**config.mk**
```make
export PLATFORM = sky130hd
export DESIGN_NAME = arf_sequencer_flat
export DESIGN_NICKNAME = d
export VERILOG_FILES = /design/src/rtl/arf_seq_pkg.sv /design/src/rtl/arf_sequencer_if.sv /design/src/rtl/arf_seq_watchdog.sv /design/src/rtl/arf_sequencer.sv /design/src/flat_wrapper.sv
export SDC_FILE = /design/constraint.sdc
export NUM_CORES = 1
export LEC_CHECK = 0
export CORE_ASPECT_RATIO = 0.9
export CORE_MARGIN = 5
export CORE_UTILIZATION = 48
export CTS_CLUSTER_DIAMETER = 40
export DETAILED_ROUTE_END_ITERATION = 12
export GPL_TIMING_DRIVEN = 0
export PLACE_DENSITY = 0.86
export SLEW_MARGIN = 10
export SYNTH_ARGS = -nofsm -noshare
export SYNTH_HDL_FRONTEND = slang
export SYNTH_SLANG_ARGS = --single-unit
```
**constraint.sdc**
```tcl
create_clock -name clock -period 2.4 [get_ports clock]
set_clock_uncertainty 0.05 [all_clocks]
set_input_delay 0.36 -clock clock [delete_from_list [all_inputs] [get_ports clock]]
set_output_delay 0.36 -clock clock [all_outputs]
set_load 0.01 [all_outputs]
```
**src/rtl/arf_seq_pkg.sv**
```systemverilog
// arf_seq_pkg: op codes, FSM states, ARF select codes and the per-phase control bundle
// shared by the ARF sequencer and its watchdog.
package arf_seq_pkg;
    localparam int TIMEOUT_DEF = 15;
    typedef enum logic [2:0] {
        OP_FETCH, OP_JUMP, OP_PUSH, OP_POP, OP_CALL, OP_RET, OP_CLR, OP_ILL
    } op_t;
    typedef enum logic [2:0] {S_IDLE, S_ADDR, S_UPD, S_GAP, S_DONE} state_t;
    localparam logic [3:0] RS_NONE = 4'b0000;
    localparam logic [3:0] RS_PC   = 4'b1000;
    localparam logic [3:0] RS_AR   = 4'b0100;
    localparam logic [3:0] RS_SP   = 4'b0010;
    localparam logic [3:0] RS_PCP  = 4'b0001;
    localparam logic [3:0] RS_ALL  = RS_PC | RS_AR | RS_SP | RS_PCP;
    localparam logic [1:0] FN_CLR  = 2'b00;
    localparam logic [1:0] FN_LOAD = 2'b01;
    localparam logic [1:0] FN_DEC  = 2'b10;
    localparam logic [1:0] FN_INC  = 2'b11;
    localparam logic [1:0] SEL_AR  = 2'b00;
    localparam logic [1:0] SEL_SP  = 2'b01;
    localparam logic [1:0] SEL_PCP = 2'b10;
    localparam logic [1:0] SEL_PC  = 2'b11;
    typedef struct packed {
        logic [3:0] rsel;
        logic [1:0] funsel;
        logic [1:0] oasel;
        logic [1:0] obsel;
        logic       in_sel;
        logic       mem_req;
        logic       mem_we;
        logic       done;
        logic       err;
    } ctl_t;

    // Control outputs for the phase the sequencer is about to enter.
    function automatic ctl_t phase_ctl(op_t op, state_t st, logic second, logic err);
        ctl_t c = '{rsel: RS_NONE, funsel: FN_CLR, oasel: SEL_AR, obsel: SEL_AR, default: 1'b0};
        case (st)
            S_ADDR: begin
                c.oasel   = op == OP_FETCH ? SEL_PC : SEL_SP;
                c.mem_req = 1'b1;
                c.mem_we  = op == OP_PUSH;
            end
            S_UPD: case (op)
                OP_FETCH: begin c.rsel = RS_PC;  c.funsel = FN_INC; end
                OP_JUMP:  begin c.rsel = RS_PC;  c.funsel = FN_LOAD; end
                OP_PUSH:  begin c.rsel = RS_SP;  c.funsel = FN_DEC; end
                OP_POP:   begin c.rsel = RS_SP;  c.funsel = FN_INC; end
                OP_CALL:  begin
                    c.rsel   = second ? RS_PC : RS_PCP;
                    c.funsel = FN_LOAD;
                    c.obsel  = second ? SEL_AR : SEL_PC;
                    c.in_sel = !second;
                end
                OP_RET:   begin c.rsel = RS_PC; c.funsel = FN_LOAD; c.obsel = SEL_PCP; c.in_sel = 1'b1; end
                OP_CLR:   begin c.rsel = RS_ALL; c.funsel = FN_CLR; end
                default: ;
            endcase
            S_DONE: begin c.done = 1'b1; c.err = err; end
            default: ;
        endcase
        return c;
    endfunction
endpackage

```
**src/rtl/arf_sequencer_if.sv**
```systemverilog
// arf_seq_if: command handshake, ARF control and memory handshake bundle of the ARF sequencer.
interface arf_seq_if;
    logic       cmd_valid;
    logic       cmd_ready;
    logic [2:0] cmd_op;
    logic [7:0] cmd_target;
    logic [3:0] arf_rsel;
    logic [1:0] arf_funsel;
    logic [1:0] arf_oasel;
    logic [1:0] arf_obsel;
    logic       arf_in_sel;
    logic [7:0] arf_target;
    logic       mem_req;
    logic       mem_we;
    logic       mem_ack;
    logic       done;
    logic       err;
    modport master (
        output cmd_valid, cmd_op, cmd_target, mem_ack,
        input  cmd_ready, arf_rsel, arf_funsel, arf_oasel, arf_obsel, arf_in_sel, arf_target,
               mem_req, mem_we, done, err
    );
    modport slave (
        input  cmd_valid, cmd_op, cmd_target, mem_ack,
        output cmd_ready, arf_rsel, arf_funsel, arf_oasel, arf_obsel, arf_in_sel, arf_target,
               mem_req, mem_we, done, err
    );
endinterface

```
**src/rtl/arf_seq_watchdog.sv**
```systemverilog
// arf_seq_watchdog: counts stalled memory-access cycles; expired marks the last allowed one.
module arf_seq_watchdog import arf_seq_pkg::*; #(
    parameter int TIMEOUT = TIMEOUT_DEF
) (
    input  logic clock,
    input  logic reset_n,
    input  logic start,
    input  logic clear,
    output logic expired
);
    localparam int W = $clog2(TIMEOUT + 1);
    logic [W-1:0] count;
    always_ff @(posedge clock or negedge reset_n)
        if (!reset_n) count <= '0;
        else if (clear) count <= '0;
        else if (start && !expired) count <= count + 1'b1;
    assign expired = count == W'(TIMEOUT - 1);
endmodule

```
**src/rtl/arf_sequencer.sv**
```systemverilog
// arf_sequencer: turns FETCH/JUMP/PUSH/POP/CALL/RET/CLR commands into timed ARF
// write strobes and memory requests, with a watchdog on the memory handshake.
module arf_sequencer import arf_seq_pkg::*; #(
    parameter int TIMEOUT = TIMEOUT_DEF
) (
    input logic clock,
    input logic reset_n,
    arf_seq_if.slave bus
);
    state_t     state, state_nx;
    op_t        op, op_nx;
    logic       second, second_nx, err_nx, expired, accept;
    logic [7:0] target;
    ctl_t       ctl;

    assign accept = bus.cmd_valid && state == S_IDLE;
    assign op_nx  = accept ? op_t'(bus.cmd_op) : op;

    arf_seq_watchdog #(.TIMEOUT(TIMEOUT)) u_wd (
        .clock   (clock),
        .reset_n (reset_n),
        .start   (state == S_ADDR && !bus.mem_ack),
        .clear   (state != S_ADDR),
        .expired (expired)
    );

    // second marks the PC write of CALL, the only op with two ARF writes.
    always_comb begin
        state_nx  = state;
        second_nx = second;
        err_nx    = 1'b0;
        case (state)
            S_IDLE: if (accept) begin
                state_nx  = op_nx inside {OP_FETCH, OP_POP} ? S_ADDR : op_nx == OP_ILL ? S_DONE : S_UPD;
                err_nx    = op_nx == OP_ILL;
                second_nx = 1'b0;
            end
            S_ADDR: if (bus.mem_ack) state_nx = op == OP_PUSH ? S_DONE : S_UPD;
                else if (expired) begin
                    state_nx = S_DONE;
                    err_nx   = 1'b1;
                end
            S_UPD: state_nx = op == OP_PUSH || (op == OP_CALL && !second) ? S_GAP : S_DONE;
            S_GAP: begin
                state_nx  = op == OP_PUSH ? S_ADDR : S_UPD;
                second_nx = 1'b1;
            end
            default: state_nx = S_IDLE;
        endcase
    end

    always_ff @(posedge clock or negedge reset_n)
        if (!reset_n) begin
            state  <= S_IDLE;
            op     <= OP_FETCH;
            second <= 1'b0;
            target <= '0;
            ctl    <= '0;
        end else begin
            state  <= state_nx;
            op     <= op_nx;
            second <= second_nx;
            ctl    <= phase_ctl(op_nx, state_nx, second_nx, err_nx);
            if (accept) target <= bus.cmd_target;
        end

    assign bus.cmd_ready  = state == S_IDLE;
    assign bus.arf_rsel   = ctl.rsel;
    assign bus.arf_funsel = ctl.funsel;
    assign bus.arf_oasel  = ctl.oasel;
    assign bus.arf_obsel  = ctl.obsel;
    assign bus.arf_in_sel = ctl.in_sel;
    assign bus.arf_target = target;
    assign bus.mem_req    = ctl.mem_req;
    assign bus.mem_we     = ctl.mem_we;
    assign bus.done       = ctl.done;
    assign bus.err        = ctl.err;
endmodule

```
**src/flat_wrapper.sv**
```systemverilog
// flat-port wrapper written by rule: the top's interface ports become plain ports
module arf_sequencer_flat import arf_seq_pkg::*;
#(
    parameter int TIMEOUT = TIMEOUT_DEF
)
  (clock, reset_n, bus_cmd_valid, bus_cmd_op, bus_cmd_target, bus_mem_ack, bus_cmd_ready, bus_arf_rsel, bus_arf_funsel, bus_arf_oasel, bus_arf_obsel, bus_arf_in_sel, bus_arf_target, bus_mem_req, bus_mem_we, bus_done, bus_err);
  arf_seq_if bus_i ();
  input logic clock;
  input logic reset_n;
  input wire logic [$bits(bus_i.cmd_valid)-1:0] bus_cmd_valid;
  input wire logic [$bits(bus_i.cmd_op)-1:0] bus_cmd_op;
  input wire logic [$bits(bus_i.cmd_target)-1:0] bus_cmd_target;
  input wire logic [$bits(bus_i.mem_ack)-1:0] bus_mem_ack;
  output wire logic [$bits(bus_i.cmd_ready)-1:0] bus_cmd_ready;
  output wire logic [$bits(bus_i.arf_rsel)-1:0] bus_arf_rsel;
  output wire logic [$bits(bus_i.arf_funsel)-1:0] bus_arf_funsel;
  output wire logic [$bits(bus_i.arf_oasel)-1:0] bus_arf_oasel;
  output wire logic [$bits(bus_i.arf_obsel)-1:0] bus_arf_obsel;
  output wire logic [$bits(bus_i.arf_in_sel)-1:0] bus_arf_in_sel;
  output wire logic [$bits(bus_i.arf_target)-1:0] bus_arf_target;
  output wire logic [$bits(bus_i.mem_req)-1:0] bus_mem_req;
  output wire logic [$bits(bus_i.mem_we)-1:0] bus_mem_we;
  output wire logic [$bits(bus_i.done)-1:0] bus_done;
  output wire logic [$bits(bus_i.err)-1:0] bus_err;
  assign bus_i.cmd_valid = bus_cmd_valid;
  assign bus_i.cmd_op = bus_cmd_op;
  assign bus_i.cmd_target = bus_cmd_target;
  assign bus_i.mem_ack = bus_mem_ack;
  assign bus_cmd_ready = bus_i.cmd_ready;
  assign bus_arf_rsel = bus_i.arf_rsel;
  assign bus_arf_funsel = bus_i.arf_funsel;
  assign bus_arf_oasel = bus_i.arf_oasel;
  assign bus_arf_obsel = bus_i.arf_obsel;
  assign bus_arf_in_sel = bus_i.arf_in_sel;
  assign bus_arf_target = bus_i.arf_target;
  assign bus_mem_req = bus_i.mem_req;
  assign bus_mem_we = bus_i.mem_we;
  assign bus_done = bus_i.done;
  assign bus_err = bus_i.err;
  arf_sequencer #(.TIMEOUT(TIMEOUT)) u_core (.clock(clock), .reset_n(reset_n), .bus(bus_i));
endmodule
```
* Word-level counts from Yosys, hierarchy flattened
Index checks and enable logic that the tools add are counted.
Storage, ports and cells: word-level logic and storage cells 74, register bits after elaboration 34
Operators by class: equal/unequal tests 17, add/subtract/negate cells 1, reduce and logical (&&, ||, !) cells 14, mux-type cells 28
Operators with widths (number):
- one-hot mux 6 bit (6 select lines) | 1
- 2-to-1 mux 3 bit | 9
- == test 3 x 2 -> 1 bit (second input constant) | 6
- == test 3 bit (second input constant) | 6
- 2-to-1 mux 2 bit | 6
- 2-to-1 mux 4 bit | 3
- one-hot mux 3 bit (4 select lines) | 1
- == test 3 x 1 -> 1 bit (second input constant) | 3
- zero test 3 bit | 2
- 2-to-1 mux 6 bit | 1
- one-hot mux 3 bit (2 select lines) | 1
- adder 4 x 1 -> 4 bit (second input constant) | 1
- == test 4 bit (second input constant) | 1
- logical AND 1 bit | 4
- zero test 1 bit | 4
- 2-to-1 mux 1 bit | 4
- one-hot mux 1 bit (2 select lines) | 2
- nonzero test 2 bit | 2
- inequality test 3 x 1 -> 1 bit (second input constant) | 1
- OR reduction 2 bit | 1
- logical OR 1 bit | 1

* Depth between registers and ports, before layout
Gate-level depths: netlist of the first run.
depth after elaboration 10, mapped depth 6

* Modules after synthesis
A second synthesis of the first run with hierarchy kept.
Unflattened totals: cells, all modules 131, area total of the unflattened synthesis 1461.4 sq um
By module, submodules not included:
- arf_sequencer | cells an instance 107, area each 1239.9 sq um, seq. area each 700.7 sq um, times used 1
- arf_seq_watchdog | cells an instance 24, area each 221.5 sq um, seq. area each 100.1 sq um, times used 1

* Worst setup path after synthesis of the first run
OpenSTA, ideal clock, no wires.
path kind flip-flop to flip-flop, start point register u_core.state[0], end point register u_core.ctl (netlist bit u_core.bus.arf_in_sel), buffers on the path 1, clock period less this slack 1.875 ns, slack 0.525 ns, cell stages (with the launch flop) 6, arrival time 1.700 ns, cells stage by stage dfrtp_1 -> buf_6 -> nor4b_4 -> mux2i_1 -> clkinv_1 -> a2111oi_0
Between the ends: longest elaborated chain between the ends 10
RTL lines:
- start: declaration | RTL line arf_sequencer.sv:10 | state_t state, state_nx;
- start signal: assignment | RTL line arf_sequencer.sv:60 | state <= state_nx;
- zero test 3 bit (*) | RTL line arf_sequencer.sv:16 | assign accept = bus.cmd_valid && state == S_IDLE;
- logical AND 1 bit (*) | RTL line arf_sequencer.sv:16
- 2-to-1 mux 3 bit (*) | RTL line arf_sequencer.sv:17 | assign op_nx = accept ? op_t'(bus.cmd_op) : op;
- named net u_core.op_nx[1] | RTL line arf_sequencer.sv:11 | op_t op, op_nx;
- == test 3 x 2 -> 1 bit, or another cell as far along | RTL line arf_sequencer.sv:34 | state_nx = op_nx inside {OP_FETCH, OP_POP} ? S_ADDR : op_nx == OP_ILL ? S_DONE : S_UPD;
- nonzero test 2 bit / 2-to-1 mux 3 bit (equally long branches) | RTL line arf_sequencer.sv:34
- 2-to-1 mux 3 bit | RTL line arf_sequencer.sv:34
- 2-to-1 mux 3 bit | RTL line arf_sequencer.sv:33 | S_IDLE: if (accept) begin
- one-hot mux 3 bit (4 select lines) | RTL line arf_sequencer.sv:32 | case (state)
- == test 3 x 2 -> 1 bit | RTL line arf_seq_pkg.sv:38 | case (st)
- 2-to-1 mux 3 bit (*) | RTL line arf_seq_pkg.sv:38
- end signal: assignment | RTL line arf_sequencer.sv:63 | ctl <= phase_ctl(op_nx, state_nx, second_nx, err_nx);
- end: declaration | RTL line arf_sequencer.sv:14 | ctl_t ctl;
Mark *: on every way through the listed nets, which the timed path passes. The rest lies on a longest branch. A chain may end at the register's enable or synchronous reset.

* Worst setup path in the final report of the first run
start point register u_core.state[1], end point register u_core.ctl (netlist bit u_core.bus.arf_in_sel)
Same word-level chain as after synthesis.

==> results of run 1 <==
## cell usage in the layout (no fill, tap or decap), drive strengths merged, types with 2 or more instances in the layout
cell type	Yosys	final
nor4	2	2
ha	2	2
nor3	3	3
buf	6	7
mux2i	2	2
o32ai	2	2
nand2b	2	2
o221ai	2	2
xor2	3	3
a21oi	6	6
clkbuf	2	8
or3b	2	2
nand3b	2	2
nand3	2	2
clkdlybuf4s50	0	37
o211ai	2	2
nor2b	3	3
nor4b	2	2
nor2	12	12
clkinv	1	2
nand2	32	32
a211oi	2	2
inv	4	4
nor3b	6	6
dfrtp	32	32
## per-layer routing
metal | vias to the layer above | share of wire (%) | track usage [%]
met2 | 46 | 48 | 27.7
met1 | 600 | 43 | 19.3
met3 | 5 | 7.4 | 7.63
li1 | 592 | - | -
met4 | 0 | 1.2 | 4.39
met5 | - | 0 | 0
## state kept, by name, summed over array words and instances (netlist names)
signal,count
u_core.bus.arf_rsel,4
u_core.bus.arf_oasel,2
u_core.state,3
u_core.bus.arf_in_sel,1
u_core.op,3
u_core.bus.mem_we,1
u_core.second,1
u_core.bus.err,1
u_core.u_wd.count,4
u_core.bus.done,1
u_core.bus.arf_target,8
u_core.bus.arf_obsel,1
u_core.bus.arf_funsel,2
## final timing paths
kind                       depth (start not counted)                  endpoint  slack (ps)
setup / recovery                                   5     u_core.bus.arf_in_sel         240
hold / removal                                     1    u_core.bus.arf_rsel[3]         -10
setup reg to reg                                   5     u_core.bus.arf_in_sel         240
hold reg to reg                                    2  u_core.bus.arf_target[1]         430
max in group asynchronous                          1              u_core.op[1]        1870
min in group clock                                 2  u_core.bus.arf_target[1]         430
## critical path: cells and delay by family (launching register included)
kind                   cells  cell delay [ps]
flip-flops                 1              360
buffers and inverters      2              450
AO/OA/AOI/OAI              1              340
multiplexers               1              420
AND/OR/NAND/NOR            1              420
## power groups by stage
stage	Combinational, W	Sequential, W	Clock (W)
5_1_grt	0.00124	0.000848	0.000444
3_3_place_gp	0.00109	0.000824	0
6_report	0.00113	0.000825	0.000401
4_1_cts	0.00114	0.000823	0.000412
2_1_floorplan	0.000604	0.000878	0
3_5_place_dp	0.00114	0.000835	0
## layout make-up
class / count / area (sq um) / area share (%)
inverter: 5 / 18.8 / 0.926
sequential: 32 / 801 / 39.5
tap: 42 / 52.6 / 2.59
timing repair buffer: 38 / 375 / 18.5
clock inverter: 2 / 35.0 / 1.73
clock buffer: 6 / 41.3 / 2.04
multi-input combinational: 101 / 647 / 31.9
buffer: 8 / 55.1 / 2.72
## per-stage QoR
step | area (sq um) | hold slack (ps)
floorplan | 1520 | 14.4
global placement | 1950 | 407
detailed placement | 1940 | 397
CTS | 2020 | 12.5
global route | 2030 | 43.1
finish | 2030 | -9.70
## kinds of logic after synthesis
family | count (synthesis) | synth area share, %
and+or+nand+nor | 71 | 25.7
DFF | 32 | 52.8
AOI/OAI and AO/OA | 21 | 10.6
buffers and inverters | 13 | 4.87
xor gates and xnor gates | 4 | 2.31
muxes | 3 | 2.06
adders and majority gates | 2 | 1.65
==> out/qor.csv, run 1 <==
metric;value;unit
Finished Layout Cells;234;
post-layout min period;2160;ps
Synth cell types;41;
CP Capture Type;flop;
Detailed Place HPWL;2520;microns
Cells after Synth;146;
asr flop ratio synth;100;%
Routed WL per cell;14.3;microns
Lkg Pwr;0.897;nW
vias in the first global route;1272;
Die Y-Extent;63.3;microns
Row Count;19;
Post-synth EDFFs;0;
Synth Flop Type;dfrtp_1;
Synth Register Bits;32;
share of cells above drive strength 1;12.5;%
Worst Setup Path Type;reg2reg;
Worst Hold Class;in2async;
Die X;69.2;microns
Max Buffers Root-to-Sink;2;
number of fillers in the final layout;281;
Slew HR;55.5;%
Core Region;3040;sq um
clock transition at the registers of the reported paths;100;ps
clk_lat worst skew;340;ps
nets;208;
RSZ-0062 raised after global routing;false;
synth-to-layout area growth;33.6;%
Final Core Density;66.6;%
Worst EP arrival;2330;ps
Sequential Power Share;35.0;%
syn_area_per_cell;10.4;sq um
failing checks;negative hold slack;
CTS Buf Count;5;
Pwr Density;1160;nW/um^2
sequential area share after synthesis;52.8;%
total congestion overflow;0;
drt drc;0;
DRT Pass-1 Iters;4;
total of max-cap violations;0;
Sw Pwr;0.000865;W
Crit-path slowest cell;nor4b_4;
gr usage total;16.6;%
Max Slew Vio Count;0;
global placement routability congestion;0.843;
CTS resizes;0;
Initial Utilization;49.8;%
worst setup margin;238;ps
CTS tree;done;
Via density;5.31;
CP required;2570;ps
period utilization;90.1;%
combinational power share;48.0;%
Post-Syn Area;1520;sq um
Synth Net Count;163;
Post-CTS Setup Inserts;0;
top cells by area, synth;dfrtp_1 (53%), nand2_1 (7.9%), nor4b_4 (3.1%), nor2_1 (3.0%), nor3b_1 (3.0%);
top cell type's share of synthesized area;52.8;%
placed insts;226;
Setup TNS;0;ps
CTS Root Cell;clkbuf_4;
via count;1243;
Clk pwr share;17.0;%
Place WS;-261;ps
antenna violations before repair;0;
Startpoint Class;flop;
Switching Fraction;36.7;%
Port Buffers;38;
global-route wire length before repair;5840;microns
antenna cell count;0;
initial drt markers;32;
CP Cell Sequence;buf_2 > nor4b_4 > mux2i_2 > clkinv_1 > a2111oi_1;
Max VDD drop;639;uV
# hold bufs at CTS;0;
Fin. Hold Viols;9;
outcome;finished, violations left;
DRT Wirelength;3360;microns
worst r2r src;u_core.state[1];
Critical Path Fanout Max;9;
DRT antenna net count;0;
worst-margin pin slew;668;ps
WHS;-9.70;ps
Yosys warnings;0;
Int Pwr;0.00149;W
CP startpoint;u_core.state[1];
cell taking the most area after synthesis;dfrtp_1;
largest net degree at the start of global routing;33;
CP peak stage delay;420;ps
Clock Sinks;32;
die area;4380;sq um
# IOs;39;
total power;0.00236;W
most frequent cells after synthesis;dfrtp_1 (32), nand2_1 (32), nor2_1 (12);
H-tree levels;2;
count of final setup violators;0;
Max Clk Rate;462;MHz
Power figures use the tool's default switching activity.
==> run 2: changes to the inputs <==
- clock period: 2.4 -> 2.1 ns (I/O delays scaled with it)
==> run 2 against run 1 <==
The flow now finishes without violations; clock power rose by 13%; clock-buffer cell count stayed put; via count grew 0.97%; core utilization up 1.4 points; worst setup slack worse by 120 ps; sequential share of layout area fell by 0.79 points; register-to-register slack got worse by 120 ps; total power grew 17%; wire length up 0.51%; maximum frequency grew 8.8%; critical path depth is 1 higher.
==> out/qor.csv, run 2 (synthesis results as in run 1) <==
metric;value;unit
die area;4380;sq um
global placement routability congestion;0.843;
gr usage total;16.6;%
total congestion overflow;0;
clock transition at the registers of the reported paths;90;ps
Via density;5.27;
Place WS;-516;ps
number of fillers in the final layout;276;
vias in the first global route;1277;
nets;212;
Detailed Place HPWL;2520;microns
number of flip-flops in the largest register;8;
Crit-path slowest cell;nor4b_4;
DRT antenna net count;0;
CTS tree;done;
CTS Root Cell;clkbuf_4;
CP Capture Type;flop;
Worst EP arrival;2190;ps
CP Cell Sequence;buf_2 > nor4b_4 > mux2i_2 > buf_4 > or3_4 > nor4b_4;
synth-to-layout area growth;36.3;%
Max Clk Rate;503;MHz
commonest non-fill, non-tap cell in the layout;clkdlybuf4s50_1;
initial drt markers;37;
# IOs;39;
Row Count;19;
largest net degree at the start of global routing;33;
Multi-input gate area;652;sq um
commonest cells after routing, fill and taps aside;clkdlybuf4s50_1 (37), nand2_1 (32), dfrtp_1 (32), nor2_1 (12);
CTS Buf Count;5;
antenna cell count;0;
CP Buf/Inv Count;2;
Worst Setup Path Type;reg2reg;
Slew HR;55.3;%
Worst Hold Class;reg2reg;
crit-path most repeated cell;nor4b_4;
global-route wire length before repair;5870;microns
drt drc;0;
Max Buffers Root-to-Sink;2;
Core Region;3040;sq um
period utilization;94.6;%
worst setup margin;113;ps
Max VDD drop;730;uV
Max Slew Vio Count;0;
DRT Wirelength;3370;microns
Clock Sinks;32;
total of max-cap violations;0;
antenna violations before repair;0;
worst-margin pin slew;670;ps
CP peak stage delay;420;ps
Startpoint Class;flop;
cell family with most CP delay;simple AND/OR/NAND/NOR gates;
DRT Pass-1 Iters;4;
post-layout min period;1990;ps
Fin. Hold Viols;0;
via count;1255;
Critical Path Fanout Max;9;
outcome;completed;
Routed WL per cell;14.2;microns
Die X;69.2;microns
Setup TNS;0;ps
Lkg Pwr;0.921;nW
Pwr Density;1330;nW/um^2
share of cells above drive strength 1;14.8;%
Port Buffers;38;
CP required;2300;ps
register area;801;sq um
Die Y-Extent;63.3;microns
H-tree levels;2;
Initial Utilization;49.8;%
clk_lat worst skew;340;ps
count of final setup violators;0;
## run 2: metrics by stage
step | instances | hold slack, ps | util (%) | total power (W) | cell area [sq um]
after floorplan | 146 | -30.6 | - | 0.00169 | 1520
final | 238 | 436 | 67.9 | 0.00275 | 2070
after global placement | 226 | 407 | 64.1 | 0.00219 | 1950
after CTS | 236 | 437 | 67.1 | 0.00275 | 2040
after global routing | 238 | 446 | 67.9 | 0.00296 | 2070
after detailed placement | 226 | 352 | 63.9 | 0.00225 | 1940
## run 2: cell type report
| type | count | share of cell area (%) |
|---|---|---|
| Buffer | 8 | 2.85 |
| Sequential cell | 32 | 38.7 |
| Multi-Input combinational cell | 101 | 31.5 |
| Timing Repair Buffer | 42 | 19.7 |
| Clock buffer | 6 | 2.00 |
| Clock inverter | 2 | 1.69 |
| Tap cell | 42 | 2.54 |
| Inverter | 5 | 0.908 |
## run 2: path summary, 6_finish.rpt
kind / start / end / slack, ps / cells past startpoint
worst min-delay path: u_core.bus.arf_target[1] / u_core.bus.arf_target[1] / 440 / 2
min in group asynchronous: reset_n / u_core.bus.arf_rsel[3] / 500 / 2
worst max register to register: u_core.state[1] / u_core.bus.mem_we / 110 / 6
worst min register to register: u_core.bus.arf_target[1] / u_core.bus.arf_target[1] / 440 / 2
worst max-delay path: u_core.state[1] / u_core.bus.mem_we / 110 / 6
max in group asynchronous: reset_n / u_core.u_wd.count[0] / 1060 / 2
## run 2: layer usage
metal | global-route usage [%] | vias to the layer above | share of wire (%)
li1 | - | 600 | -
met3 | 7.63 | 5 | 6.9
met5 | 0 | - | 0
met4 | 4.39 | 0 | 1.2
met2 | 27.7 | 38 | 49
met1 | 19.4 | 612 | 43
## run 2: power by group
| part | internal, W | total, W | switching [W] |
|---|---|---|---|
| sequential | 0.000821 | 0.000943 | 0.000122 |
| clock | 0.000249 | 0.000455 | 0.000206 |
| combinational | 0.000678 | 0.00135 | 0.000673 |
## run 2: what timing repair did
item,CTS,global route
hold buffers,1,0
endpoints found under the setup margin,4,2
buffers inserted,1,2
gates resized for setup,1,3
hold endpoints to repair,32,0
pin swaps,0,1
## run 2: tightest hold or removal path, stage by stage (launching register included)
cell,delay [ps]
dfrtp_1,360
nand2_1,50
nand2_1,50
